## src/rtl/div_seq_ctrl_if.sv

```systemverilog
// Operand, control and result bundle between the execute stage and the
// sequential divider. The stage drives the master side; the divider is the slave.
interface div_seq_ctrl_if #(
  parameter int DATA_W = 32
);
  logic              start;
  logic              signed_div;
  logic [DATA_W-1:0] dividend;
  logic [DATA_W-1:0] divisor;
  logic              cancel;
  logic              stall;
  logic              busy;
  logic              result_valid;
  logic              div_by_zero;
  logic [DATA_W-1:0] quotient;
  logic [DATA_W-1:0] remainder;
  logic              whilo;

  modport master (
    output start, signed_div, dividend, divisor, cancel,
    input  stall, busy, result_valid, div_by_zero, quotient, remainder, whilo
  );

  modport slave (
    input  start, signed_div, dividend, divisor, cancel,
    output stall, busy, result_valid, div_by_zero, quotient, remainder, whilo
  );
endinterface

```

## src/rtl/div_seq_ctrl.sv

```systemverilog
// Multi-cycle DIV/DIVU sequencer for the execute stage. It is a radix-2
// restoring divider that produces one quotient bit per cycle. The pipeline is
// held for the whole operation. The result is then presented for one cycle,
// together with the HI/LO write strobe.
module div_seq_ctrl #(
  parameter int DATA_W = 32,
  parameter int CNT_W  = 6
) (
  input  logic          clk,
  input  logic          rst,
  div_seq_ctrl_if.slave bus
);

  localparam logic [1:0] ST_IDLE = 2'd0;
  localparam logic [1:0] ST_BUSY = 2'd1;
  localparam logic [1:0] ST_DONE = 2'd2;

  logic [1:0]        state_q,     state_d;
  logic [CNT_W-1:0]  cnt_q,       cnt_d;
  logic [DATA_W-1:0] quo_q,       quo_d;        // working quotient / shifted dividend
  logic [DATA_W-1:0] rem_q,       rem_d;        // partial remainder
  logic [DATA_W-1:0] dvs_q,       dvs_d;        // divisor magnitude
  logic              q_neg_q,     q_neg_d;
  logic              r_neg_q,     r_neg_d;
  logic [DATA_W-1:0] quotient_q,  quotient_d;
  logic [DATA_W-1:0] remainder_q, remainder_d;
  logic              dbz_q,       dbz_d;

  logic              accept;
  logic [DATA_W-1:0] dividend_abs;
  logic [DATA_W-1:0] divisor_abs;
  logic [DATA_W:0]   rem_shift;
  logic [DATA_W:0]   rem_diff;
  logic [DATA_W-1:0] quo_shift;
  logic [DATA_W-1:0] rem_step;
  logic [DATA_W-1:0] quo_step;

  // A new divide is taken only from IDLE, and only if it is not flushed.
  assign accept = (state_q == ST_IDLE) && bus.start && !bus.cancel;

  // Only DIV works on magnitudes. Negating 0x80000000 gives 0x80000000 back,
  // and that is the correct unsigned magnitude.
  assign dividend_abs = (bus.signed_div && bus.dividend[DATA_W-1]) ? -bus.dividend : bus.dividend;
  assign divisor_abs  = (bus.signed_div && bus.divisor[DATA_W-1])  ? -bus.divisor  : bus.divisor;

  // One restoring step. The shifted remainder needs DATA_W+1 bits, because an
  // unsigned divisor can be as large as 2^DATA_W - 1.
  assign rem_shift = {rem_q, quo_q[DATA_W-1]};
  assign quo_shift = {quo_q[DATA_W-2:0], 1'b0};
  assign rem_diff  = rem_shift - {1'b0, dvs_q};

  // Trial subtraction: keep the difference and set the quotient bit when the shifted remainder covers the divisor
  always_comb begin
    if (rem_shift >= {1'b0, dvs_q}) begin
      rem_step = rem_diff[DATA_W-1:0];
      quo_step = quo_shift | DATA_W'(1);
    end else begin
      rem_step = rem_shift[DATA_W-1:0];
      quo_step = quo_shift;
    end
  end

  // Next-state logic: accept, iterate, fix up signs, and let cancel override everything
  always_comb begin
    // NOTE: every _d is first defaulted to its _q so that no path leaves a
    // variable unassigned; an unassigned path would infer a latch.
    state_d     = state_q;
    cnt_d       = cnt_q;
    quo_d       = quo_q;
    rem_d       = rem_q;
    dvs_d       = dvs_q;
    q_neg_d     = q_neg_q;
    r_neg_d     = r_neg_q;
    quotient_d  = quotient_q;
    remainder_d = remainder_q;
    dbz_d       = dbz_q;

    case (state_q)
      ST_IDLE: begin
        if (accept) begin
          if (bus.divisor == '0) begin
            state_d     = ST_DONE;
            quotient_d  = '1;
            remainder_d = bus.dividend;
            dbz_d       = 1'b1;
          end else begin
            state_d = ST_BUSY;
            quo_d   = dividend_abs;
            dvs_d   = divisor_abs;
            rem_d   = '0;
            cnt_d   = CNT_W'(DATA_W);
            q_neg_d = bus.signed_div && (bus.dividend[DATA_W-1] ^ bus.divisor[DATA_W-1]);
            r_neg_d = bus.signed_div && bus.dividend[DATA_W-1];
            dbz_d   = 1'b0;
          end
        end
      end
      ST_BUSY: begin
        quo_d = quo_step;
        rem_d = rem_step;
        cnt_d = cnt_q - CNT_W'(1);
        if (cnt_q == CNT_W'(1)) begin
          state_d     = ST_DONE;
          quotient_d  = q_neg_q ? -quo_step : quo_step;
          remainder_d = r_neg_q ? -rem_step : rem_step;
        end
      end
      ST_DONE: begin
        // start is ignored here: the same instruction is still in EX.
        state_d = ST_IDLE;
      end
      default: state_d = ST_IDLE;
    endcase

    // A flush abandons the operation and leaves the visible result untouched.
    if (bus.cancel) begin
      state_d     = ST_IDLE;
      quotient_d  = quotient_q;
      remainder_d = remainder_q;
      dbz_d       = dbz_q;
    end
  end

  // State registers with synchronous reset; rst has priority over cancel and start
  always_ff @(posedge clk) begin
    // NOTE: sequential state uses non-blocking assignments only, so every
    // register samples the pre-edge values and no update order is implied.
    if (rst) begin
      state_q     <= ST_IDLE;
      cnt_q       <= '0;
      quo_q       <= '0;
      rem_q       <= '0;
      dvs_q       <= '0;
      q_neg_q     <= 1'b0;
      r_neg_q     <= 1'b0;
      quotient_q  <= '0;
      remainder_q <= '0;
      dbz_q       <= 1'b0;
    end else begin
      state_q     <= state_d;
      cnt_q       <= cnt_d;
      quo_q       <= quo_d;
      rem_q       <= rem_d;
      dvs_q       <= dvs_d;
      q_neg_q     <= q_neg_d;
      r_neg_q     <= r_neg_d;
      quotient_q  <= quotient_d;
      remainder_q <= remainder_d;
      dbz_q       <= dbz_d;
    end
  end

  // stall is low in DONE so that the instruction can advance.
  assign bus.stall        = accept || (state_q == ST_BUSY);
  assign bus.busy         = (state_q != ST_IDLE);
  assign bus.result_valid = (state_q == ST_DONE) && !bus.cancel;
  assign bus.whilo        = bus.result_valid;
  assign bus.div_by_zero  = bus.result_valid && dbz_q;
  assign bus.quotient     = quotient_q;
  assign bus.remainder    = remainder_q;

endmodule

```

## src/flat_wrapper.sv

```systemverilog
// flat-port wrapper written by rule: the top's interface ports become plain ports
module div_seq_ctrl_flat 
#(
  parameter int DATA_W = 32,
  parameter int CNT_W  = 6
)
  (clk, rst, bus_start, bus_signed_div, bus_dividend, bus_divisor, bus_cancel, bus_stall, bus_busy, bus_result_valid, bus_div_by_zero, bus_quotient, bus_remainder, bus_whilo);
  div_seq_ctrl_if #(.DATA_W(DATA_W)) bus_i ();
  input  logic clk;
  input  logic rst;
  input wire logic [$bits(bus_i.start)-1:0] bus_start;
  input wire logic [$bits(bus_i.signed_div)-1:0] bus_signed_div;
  input wire logic [$bits(bus_i.dividend)-1:0] bus_dividend;
  input wire logic [$bits(bus_i.divisor)-1:0] bus_divisor;
  input wire logic [$bits(bus_i.cancel)-1:0] bus_cancel;
  output wire logic [$bits(bus_i.stall)-1:0] bus_stall;
  output wire logic [$bits(bus_i.busy)-1:0] bus_busy;
  output wire logic [$bits(bus_i.result_valid)-1:0] bus_result_valid;
  output wire logic [$bits(bus_i.div_by_zero)-1:0] bus_div_by_zero;
  output wire logic [$bits(bus_i.quotient)-1:0] bus_quotient;
  output wire logic [$bits(bus_i.remainder)-1:0] bus_remainder;
  output wire logic [$bits(bus_i.whilo)-1:0] bus_whilo;
  assign bus_i.start = bus_start;
  assign bus_i.signed_div = bus_signed_div;
  assign bus_i.dividend = bus_dividend;
  assign bus_i.divisor = bus_divisor;
  assign bus_i.cancel = bus_cancel;
  assign bus_stall = bus_i.stall;
  assign bus_busy = bus_i.busy;
  assign bus_result_valid = bus_i.result_valid;
  assign bus_div_by_zero = bus_i.div_by_zero;
  assign bus_quotient = bus_i.quotient;
  assign bus_remainder = bus_i.remainder;
  assign bus_whilo = bus_i.whilo;
  div_seq_ctrl #(.DATA_W(DATA_W), .CNT_W(CNT_W)) u_core (.clk(clk), .rst(rst), .bus(bus_i));
endmodule
```

## config.mk

```make
export PLATFORM = sky130hd
export DESIGN_NAME = div_seq_ctrl_flat
export DESIGN_NICKNAME = d
export VERILOG_FILES = /design/src/rtl/div_seq_ctrl_if.sv /design/src/rtl/div_seq_ctrl.sv /design/src/flat_wrapper.sv
export SDC_FILE = /design/constraint.sdc
export NUM_CORES = 1
export LEC_CHECK = 0
export CAP_MARGIN = 15
export CORE_UTILIZATION = 45
export DETAILED_ROUTE_END_ITERATION = 10
export GPL_TIMING_DRIVEN = 0
export PLACE_DENSITY = 0.66
export SYNTH_ARGS = -nofsm -noshare
export SYNTH_HDL_FRONTEND = slang
export SYNTH_SLANG_ARGS = --single-unit
```

## constraint.sdc

```tcl
create_clock -name clk -period 8.5 [get_ports clk]
set_input_delay 2.125 -clock clk [delete_from_list [all_inputs] [get_ports clk]]
set_output_delay 2.125 -clock clk [all_outputs]
set_load 0.02 [all_outputs]
```

# --- After elaboration in Yosys (flattened, before gate mapping) ---
# Index checks and enable logic that the tools add are counted.
totals:
  mem_count: 0
  rom_bits: 0
  latchBits: 0
  reg_bits: 171
  out_inout_bits: 69
  word_cells: 74
  mem_bits_rw: 0
classes:
  n_reduce_logical: 19
  eq_ne: 7
  shifts: 0
  n_lt_le_gt_ge: 1
  n_div: 0
  muxes: 28
  bitwise: 3
  mul: 0
  add_sub_neg: 6
ops:
  columns: ["operator", "n"]
  rows:
  - ["32-bit two-way mux", 15]
  - ["32-bit one-hot mux with 2 select lines", 4]
  - ["32-bit negator", 4]
  - ["33-bit by 32-bit greater-or-equal comparator with 1-bit output", 1]
  - ["32-bit zero test", 1]
  - ["32-bit subtractor", 1]
  - ["6-bit two-way mux", 2]
  - ["6-bit one-hot mux with 2 select lines", 1]
  - ["3-bit AND reduction", 3]
  - ["1-bit logical AND", 7]
  - ["6-bit by 1-bit == test with 1-bit output, second input constant", 1]
  - ["2-bit two-way mux", 3]
  - ["6-bit by 1-bit subtractor with 6-bit output, second input constant", 1]
  - ["5-bit AND reduction", 1]
  - ["2-bit by 1-bit != test with 1-bit output, second input constant", 2]
  - ["2-bit != test, second input constant", 2]
  - ["2-bit one-hot mux with 2 select lines", 1]
  - ["2-bit nonzero test", 2]
  - ["2-bit by 1-bit == test with 1-bit output, second input constant", 1]
  - ["2-bit == test, second input constant", 1]
  - ["2-bit zero test", 1]
  - ["1-bit two-way mux", 2]
  - ["1-bit inverter", 2]
  - ["2-bit AND reduction", 1]
  - ["other kinds (4)", 4]

# --- Longest topological paths before layout ---
# Gate-level depths: netlist of run 1.
depth:
  depth_word: 6
  depth_mapped: 24

# --- Worst setup path after synthesis of run 1 ---
# OpenSTA, ideal clock, no wires.
synth_path:
  path_kind: "input to output"
  startpoint: "in bus_cancel"
  endpoint: "out bus_div_by_zero"
  required_ps: 6375
  arrival_ps: 3067
  slack_ps: 3308
  cell_stages: 2
  n_path_buf: 0
  cell_sequence: "nor3b_1 -> and2_1"
synth_via:
  elab_chain_cells: 3
synth_lines:
  columns: ["item", "line_no", "source"]
  rows:
  - ["start: declaration", "flat_wrapper.sv:15", "input wire logic [$bits(bus_i.cancel)-1:0] bus_cancel;"]
  - ["1-bit zero test", "div_seq_ctrl.sv:156", "assign bus.result_valid = (state_q == ST_DONE) && !bus.cancel;"]
  - ["1-bit logical AND", "div_seq_ctrl.sv:156", null]
  - ["1-bit logical AND", "div_seq_ctrl.sv:158", "assign bus.div_by_zero = bus.result_valid && dbz_q;"]
  - ["end: declaration", "flat_wrapper.sv:19", "output wire logic [$bits(bus_i.div_by_zero)-1:0] bus_div_by_zero;"]
# No other way between the ends.

# --- Worst setup path in the final report of run 1 ---
layout_path:
  startpoint: "reg u_core.rem_q[19]"
  endpoint: "reg u_core.remainder_q[28] (netlist: u_core.bus.remainder[28])"
layout_via:
  elab_chain_cells: 6
  word_cells_on_any_way: 7
layout_lines:
  columns: ["item", "line_no", "source"]
  rows:
  - ["start: declaration", "div_seq_ctrl.sv:21", "logic [DATA_W-1:0] rem_q, rem_d;"]
  - ["start signal: assignment", "div_seq_ctrl.sv:143", "rem_q <= rem_d;"]
  - ["32-bit subtractor / 33-bit by 32-bit greater-or-equal comparator with 1-bit output (equally long branches)", "div_seq_ctrl.sv:50, div_seq_ctrl.sv:54", null]
  - ["32-bit two-way mux (*)", "div_seq_ctrl.sv:54", "if (rem_shift >= {1'b0, dvs_q}) begin"]
  - ["32-bit negator", "div_seq_ctrl.sv:105", "remainder_d = r_neg_q ? -rem_step : rem_step;"]
  - ["32-bit two-way mux (*)", "div_seq_ctrl.sv:105", null]
  - ["32-bit two-way mux (*)", "div_seq_ctrl.sv:102", "if (cnt_q == CNT_W'(1)) begin"]
  - ["32-bit one-hot mux with 2 select lines (*)", "div_seq_ctrl.sv:78", "case (state_q)"]
  - ["end signal: assignment", "div_seq_ctrl.sv:148", "remainder_q <= remainder_d;"]
  - ["end: declaration", "div_seq_ctrl.sv:26", "logic [DATA_W-1:0] remainder_q, remainder_d;"]
# Every way passes the cells marked *; elsewhere a longest branch is shown, timed or not. The select of a mux whose other input is x is not followed.
# A chain may end at the register's enable or synchronous reset.

==> impl_metrics.ini, run 1 <==
[run_status]
status = completed

[sta]
fin_setup_tns_ps = 0
slew_viol_final = 0
max_clock_freq_mhz = 144
final-setup-viol-count = 0
whs_ps = 466
fin_crit_sh = 0.818
finalCriticalPeriod_ps = 6950
skew_ps = 15.0
rsz0062_at_grt = no
hold_viol = 0
worst_slew_pin_slew_ps = 866
slew_headroom = 0.422

[route]
num_vias = 13200
wl_met1_mm = 19.2
initialDrtViolationCount = 1204
first_pass_iters = 5
drc = 0
wl_met2_mm = 21.9
ant_nets = 0
routed.top_layer = met4
wirelength_mm = 47.2
wl_per_cell_um = 22.1
via_per_inst = 6.17
wl_met3_mm = 3.47

[place]
gp_congestion = 0.984
io_buffers = 136
dpl.hpwl_mm = 37.0
dp.cells = 2102
place_area_um2 = 13700

[power]
combPwrFrac = 0.229
power_density_nw_per_um2 = 156
vdd_drop_max_mv = 0.112
cellLeakagePower_nw = 5.20
p_clk_frac = 0.390
p_sw_mw = 0.772
p_seq_frac = 0.382
intPower_mw = 1.47
swShare = 0.344
fin_total_pwr_mw = 2.24

[critical_path]
cp_max_fo = 10
rrSetupSlack_ps = 1550
reg2reg_from = u_core.rem_q[19]
crit_chain = ha_1, buf_2, nand2_1, o21bai_1, nand2_1, a211oi_1, or3_1, buf_6, clkbuf_1, buf_2, buf_1, nand2_1, o21ai_0, ha_1, nand2_1, nor4b_1, nor4b_2, o22ai_2, or4_1, buf_2, nor3_1, nand3_1, and3_1
critPathLaunchType = flop
reg2reg_to = u_core.bus.remainder[28]
cp_data_required_time_ps = 8840
crit_arrival_ps = 7290
cp.buffers_inverters = 6
setup.worst_path.start = u_core.rem_q[19]
crit_top_cell = nand2_1
path_delay_family = simple AND/OR/NAND/NOR gates
cp_slowest_cell = clkbuf_1
r2r.worst_path.cells = 23
endpoint_kind = flop
slowest_delay_ps = 620
path_class = reg2reg

[synthesis]
syn_nets = 1739
async_reset_ff_frac = 0
synth_edf_count = 0
synth_seq_cells = 171
yosysWarningCount = 0
synth_area_um2 = 11900
syn_avg_cell_area_um2 = 7.31
ys_seq_area_frac = 0.287
synth_cell_types = 78
dominantRegCellSynth = dfxtp_1
netlist_instances = 1631

[floorplan]
rows = 59
chipWidth_um = 165
initial_core_util = 0.458
core_area_um2 = 26100
die_y_um = 165
die_area_um2 = 27200
num_io_pins = 138

[finish]
stdcell_count = 2134
drive_above_1_share = 0.0406
diodes = 0
final_cell_area_um2 = 14400
num-fill-cells = 2596
nets = 1894
multi_input_area_um2 = 7820
area_growth_pct = 20.4
regArea_um2 = 3420

[clock_tree]
clk_latency_ps = 450
clockBufferDepth = 2
postCtsHoldBufs = 0
htreeDepth = 4
cts.sinks = 171
cts.root.buffer_cell = clkbuf_16
cts_resized = 0
cts_tree = yes
post_cts_buffers = 0
clk_pin_slew_worst_paths_ps = 80
cts_inserted_buffers = 17

[job]
cap_violations = 0

[grt]
antenna_found_initial = 0
grt_pass1_vias = 12300
grt.total_usage = 0.347
overflow = 0
grt_first_pass_wirelength_mm = 70.9
grt_max_degree = 20

[worst_hold_path]
min_to = u_core.dvs_q[22]
hp-class = reg2reg
hp-start = u_core.dvs_q[22]
hold_depth = 2
## Yosys cell counts, types with 4 or more instances
cell type	number	share of area
nor2b_1	7	0.0037
nor4_1	21	0.011
o22ai_1	4	0.0021
buf_2	11	0.0046
nand3_1	32	0.013
nor3b_1	4	0.0025
a311oi_1	25	0.018
and2_1	11	0.0058
dfxtp_1	171	0.29
xnor2_1	49	0.036
o41ai_1	11	0.0081
a31oi_1	47	0.025
nand2_1	181	0.057
or3_1	20	0.010
nor2_1	203	0.064
mux2i_1	18	0.015
o311ai_0	4	0.0029
a21boi_0	5	0.0031
or4_1	13	0.0082
inv_1	57	0.018
nor3_1	35	0.015
and3_1	14	0.0073
nand2b_1	11	0.0058
ha_1	38	0.040
xor2_1	75	0.055
nand3b_1	5	0.0031
nand4_1	13	0.0068
a21o_1	11	0.0069
a21oi_1	157	0.066
clkbuf_1	87	0.027
o21ai_0	110	0.046
o211ai_1	29	0.018
o21bai_1	6	0.0038
o31ai_1	20	0.013
buf_4	6	0.0038
buf_1	6	0.0019
a211oi_1	48	0.030
## area by class of cell
type	count	share of cell area
buffer	112	0.0324
clock buffer	17	0.0296
clock inverter	15	0.0157
inverter	58	0.0153
multi-input combinational	1290	0.545
sequential	171	0.238
tap	335	0.0292
timing repair buffer	136	0.0948
## layout by cell type, fill, tap and decap left out, types with 14 or more instances in the layout
cell type,count
nor2_1,203
nand2_1,181
dfxtp_1,171
a21oi_1,157
clkdlybuf4s50_1,136
o21ai_0,110
clkbuf_1,87
xor2_1,75
inv_1,57
xnor2_1,49
a211oi_1,48
a31oi_1,47
ha_1,38
nor3_1,35
nand3_1,32
o211ai_1,29
a311oi_1,25
nor4_1,21
or3_1,20
o31ai_1,20
mux2i_1,18
clkbuf_16,17
and3_1,14
## worst max-delay path by stage
stage                                          end  slack (ps)  cells past startpoint
after global placement    u_core.bus.remainder[28]        1800                     23
after detailed placement  u_core.bus.remainder[28]        1860                     23
after CTS                 u_core.bus.remainder[28]        1810                     23
after floorplan                    bus_div_by_zero        3310                      2
after global routing      u_core.bus.remainder[28]        1190                     23
final                     u_core.bus.remainder[28]        1550                     23
## power by group through the flow
stage	Combinational [mW]	Sequential, mW	Clock, mW
after floorplan	0.329	0.864	0
after global placement	0.496	0.872	0
after detailed placement	0.498	0.872	0
after CTS	0.501	0.853	0.873
after global routing	0.554	0.858	0.903
final	0.513	0.855	0.873
## worst reg2reg max path, stage by stage (launching register included)
cell      delay (ps)
dfxtp_1          400
ha_1             310
buf_2            190
nand2_1          120
o21bai_1         330
nand2_1          100
a211oi_1         480
or3_1            210
buf_6            150
clkbuf_1         620
buf_2            440
buf_1            630
nand2_1          110
o21ai_0          140
ha_1             270
nand2_1           80
nor4b_1          410
nor4b_2          380
o22ai_2          180
or4_1            530
buf_2            180
nor3_1           290
nand3_1          110
and3_1           210
## state kept, by name, summed over array words and instances, names as in the netlist
name,count
u_core.bus.quotient,32
u_core.bus.remainder,32
u_core.dvs_q,32
u_core.quo_q,32
u_core.rem_q,32
u_core.cnt_q,6
u_core.state_q,2
u_core.dbz_q,1
u_core.q_neg_q,1
u_core.r_neg_q,1
## per-layer routing
metal  up-vias  GRT usage
met3       132     0.0477
li1       6206          -
met5         -          0
met4         0      0.193
met1      6187      0.427
met2       636      0.582
## kinds of logic (layout without fill, tap and decap cells)
kind of cell               count (synthesis)  after routing  share of synthesized area
and+or+nand+nor                          594            594                      0.236
buffers and inverters                    170            338                     0.0575
xor gates and xnor gates                 124            124                     0.0911
adders and majority gates                 39             39                     0.0415
AOI/OAI and AO/OA                        514            514                      0.271
muxes                                     19             19                     0.0160
DFF                                      171            171                      0.287
## through the flow
| stage | util | setup WS (ps) |
|---|---|---|
| after global routing | 0.551 | 1190 |
| final | 0.551 | 1550 |
| after global placement | 0.526 | 1800 |
| after CTS | 0.551 | 1810 |
| after detailed placement | 0.526 | 1860 |
| after floorplan | - | 3310 |
Note: power is estimated with default switching activity, not from simulation.
==> run 2: changes to the inputs <==
--- a/config.mk
+++ b/config.mk
@@ -9,7 +9,7 @@
 export CORE_UTILIZATION = 45
 export DETAILED_ROUTE_END_ITERATION = 10
 export GPL_TIMING_DRIVEN = 0
-export PLACE_DENSITY = 0.66
+export PLACE_DENSITY = 0.69
 export SYNTH_ARGS = -nofsm -noshare
 export SYNTH_HDL_FRONTEND = slang
 export SYNTH_SLANG_ARGS = --single-unit
==> constraint.sdc (replaced) <==
create_clock -name clk -period 5.7 [get_ports clk]
set_input_delay 1.425 -clock clk [delete_from_list [all_inputs] [get_ports clk]]
set_output_delay 1.425 -clock clk [all_outputs]
set_load 0.02 [all_outputs]
==> run 2 against run 1 <==
Compared with the run above: clock-buffer cell count rose by 1; cell count barely moved; hold slack got worse by 7.4 ps; critical path depth fell by 12; clock skew rose by 2.6 ps; die area did not move; sequential cell count did not move; sequential share of layout area fell by 0.074 points; sequential power rose by 49%; combinational power rose by 51%; largest power group is now registers.
==> impl_metrics.ini, run 2 (same netlist as run 1, synthesis figures left out) <==
[run_status]
status = completed

[route]
initialDrtViolationCount = 1203
num_vias = 13000
wl_per_cell_um = 22.0
wirelength_mm = 46.8
drc = 0
ant_nets = 0
via_per_inst = 6.11
first_pass_iters = 8

[sta]
rsz0062_at_grt = no
worst_slew_pin_slew_ps = 888
final-setup-viol-count = 0
finalWorstSetupSlack_ps = 268
skew_ps = 17.6
fin_crit_sh = 0.953
slew_viol_final = 0
finalCriticalPeriod_ps = 5430
max_clock_freq_mhz = 184
hold_viol = 0
slew_headroom = 0.408

[finish]
num-fill-cells = 2513
regArea_um2 = 3420
final_common_cell = nor2_1
drive_above_1_share = 0.0490
mostFrequentLayoutCells = nor2_1, nand2_1, dfxtp_1
diodes = 0
area_growth_pct = 20.8
multi_input_area_um2 = 7890
nets = 1892

[clock_tree]
post_cts_buffers = 0
cts.root.buffer_cell = clkbuf_16
clk_latency_ps = 450
cts.sinks = 171
cts_resized = 9
htreeDepth = 4
postCtsHoldBufs = 0
cts_tree = yes
clockBufferDepth = 2
cts_inserted_buffers = 17
clk_pin_slew_worst_paths_ps = 80

[critical_path]
crit_chain = clkdlybuf4s50_1, or4_4, nor3b_4, nand4_1, or3_1, nor4_2, nand3b_1, a211oi_4, clkbuf_1, clkbuf_1, a311oi_1
rrSetupSlack_ps = 320
crit_arrival_ps = 5730
endpoint_kind = flop
crit_top_cell = clkbuf_1
critPathLaunchType = input pin
cp_data_required_time_ps = 6000
reg2reg_to = u_core.bus.remainder[28]
cp_max_fo = 10
slowest_delay_ps = 590
cp_slowest_cell = or4_4
path_class = in2reg
setup.worst_path.start = bus_divisor[3]
r2r.worst_path.cells = 22
reg2reg_from = u_core.dvs_q[29]

[grt]
grt.total_usage = 0.346
grt_first_pass_wirelength_mm = 70.2
grt_pass1_vias = 12000
grt_max_degree = 20
use_met2 = 0.564
grt_busiest_layer = met2
use_met1 = 0.429
antenna_found_initial = 0
use_met3 = 0.0445
overflow = 0

[place]
gp_congestion = 1.00
io_buffers = 136
dp_slack_ps = -1000
dpl.hpwl_mm = 36.8

[power]
cellLeakagePower_nw = 5.23
power_density_nw_per_um2 = 228
fin_total_pwr_mw = 3.28
vdd_drop_max_mv = 0.139

[floorplan]
die_y_um = 165
initial_core_util = 0.458
core_area_um2 = 26100
num_io_pins = 138
chipWidth_um = 165
die_area_um2 = 27200
rows = 59

[worst_hold_path]
hold_depth = 2
min_to = u_core.dvs_q[22]
hp-start = u_core.dvs_q[22]
hp-class = reg2reg

[job]
cap_violations = 0
==> run 2: area by class of cell <==
type / count / share of cell area
clock buffers: 18 / 0.0305
clock inverters: 14 / 0.0121
well taps: 335 / 0.0291
multi-input cells: 1290 / 0.548
plain buffers: 110 / 0.0334
repair buffers: 136 / 0.0945
inverters: 58 / 0.0153
flip-flops and latches: 171 / 0.238
==> run 2: per-stage QoR <==
step | std cells | area [um^2] | util | hold slack (ps) | setup TNS, ps
global route | 2132 | 14400 | 0.553 | 476 | 0
global placement | 2102 | 13700 | 0.526 | 443 | -8330
finish | 2132 | 14400 | 0.553 | 459 | 0
CTS | 2133 | 14300 | 0.551 | 457 | 0
floorplan | 1631 | 11900 | - | 432 | 0
detailed placement | 2102 | 13700 | 0.526 | 449 | -10370
==> run 2: worst max-delay path by stage <==
stage,endpoint,slack (ps),cells past startpoint
2_1_floorplan,u_core.bus.remainder[28],550,24
3_5_place_dp,u_core.bus.remainder[28],-1000,23
6_report,u_core.bus.remainder[9],270,11
4_1_cts,u_core.bus.remainder[28],80,21
3_3_place_gp,u_core.bus.remainder[28],-1010,23
5_1_grt,u_core.bus.remainder[28],40,22
==> run 2: layer usage <==
| layer | wire length (um) | vias up |
|---|---|---|
| li1 | - | 6196 |
| met1 | 19300 | 6088 |
| met2 | 21300 | 607 |
| met3 | 3230 | 131 |
| met4 | 2980 | 0 |
| met5 | 0 | - |
==> run 2: worst max-delay path: cells and delay by family <==
kind / cells / cell delay [ps]
simple gates: 6 / 2120
compound gates: 2 / 710
buf+inv: 3 / 1470
==> run 2: report_power, final <==
| part | internal, mW | switching [mW] | total (mW) |
|---|---|---|---|
| registers | 1.23 | 0.0414 | 1.27 |
| logic | 0.279 | 0.495 | 0.774 |
| clock network | 0.640 | 0.589 | 1.23 |
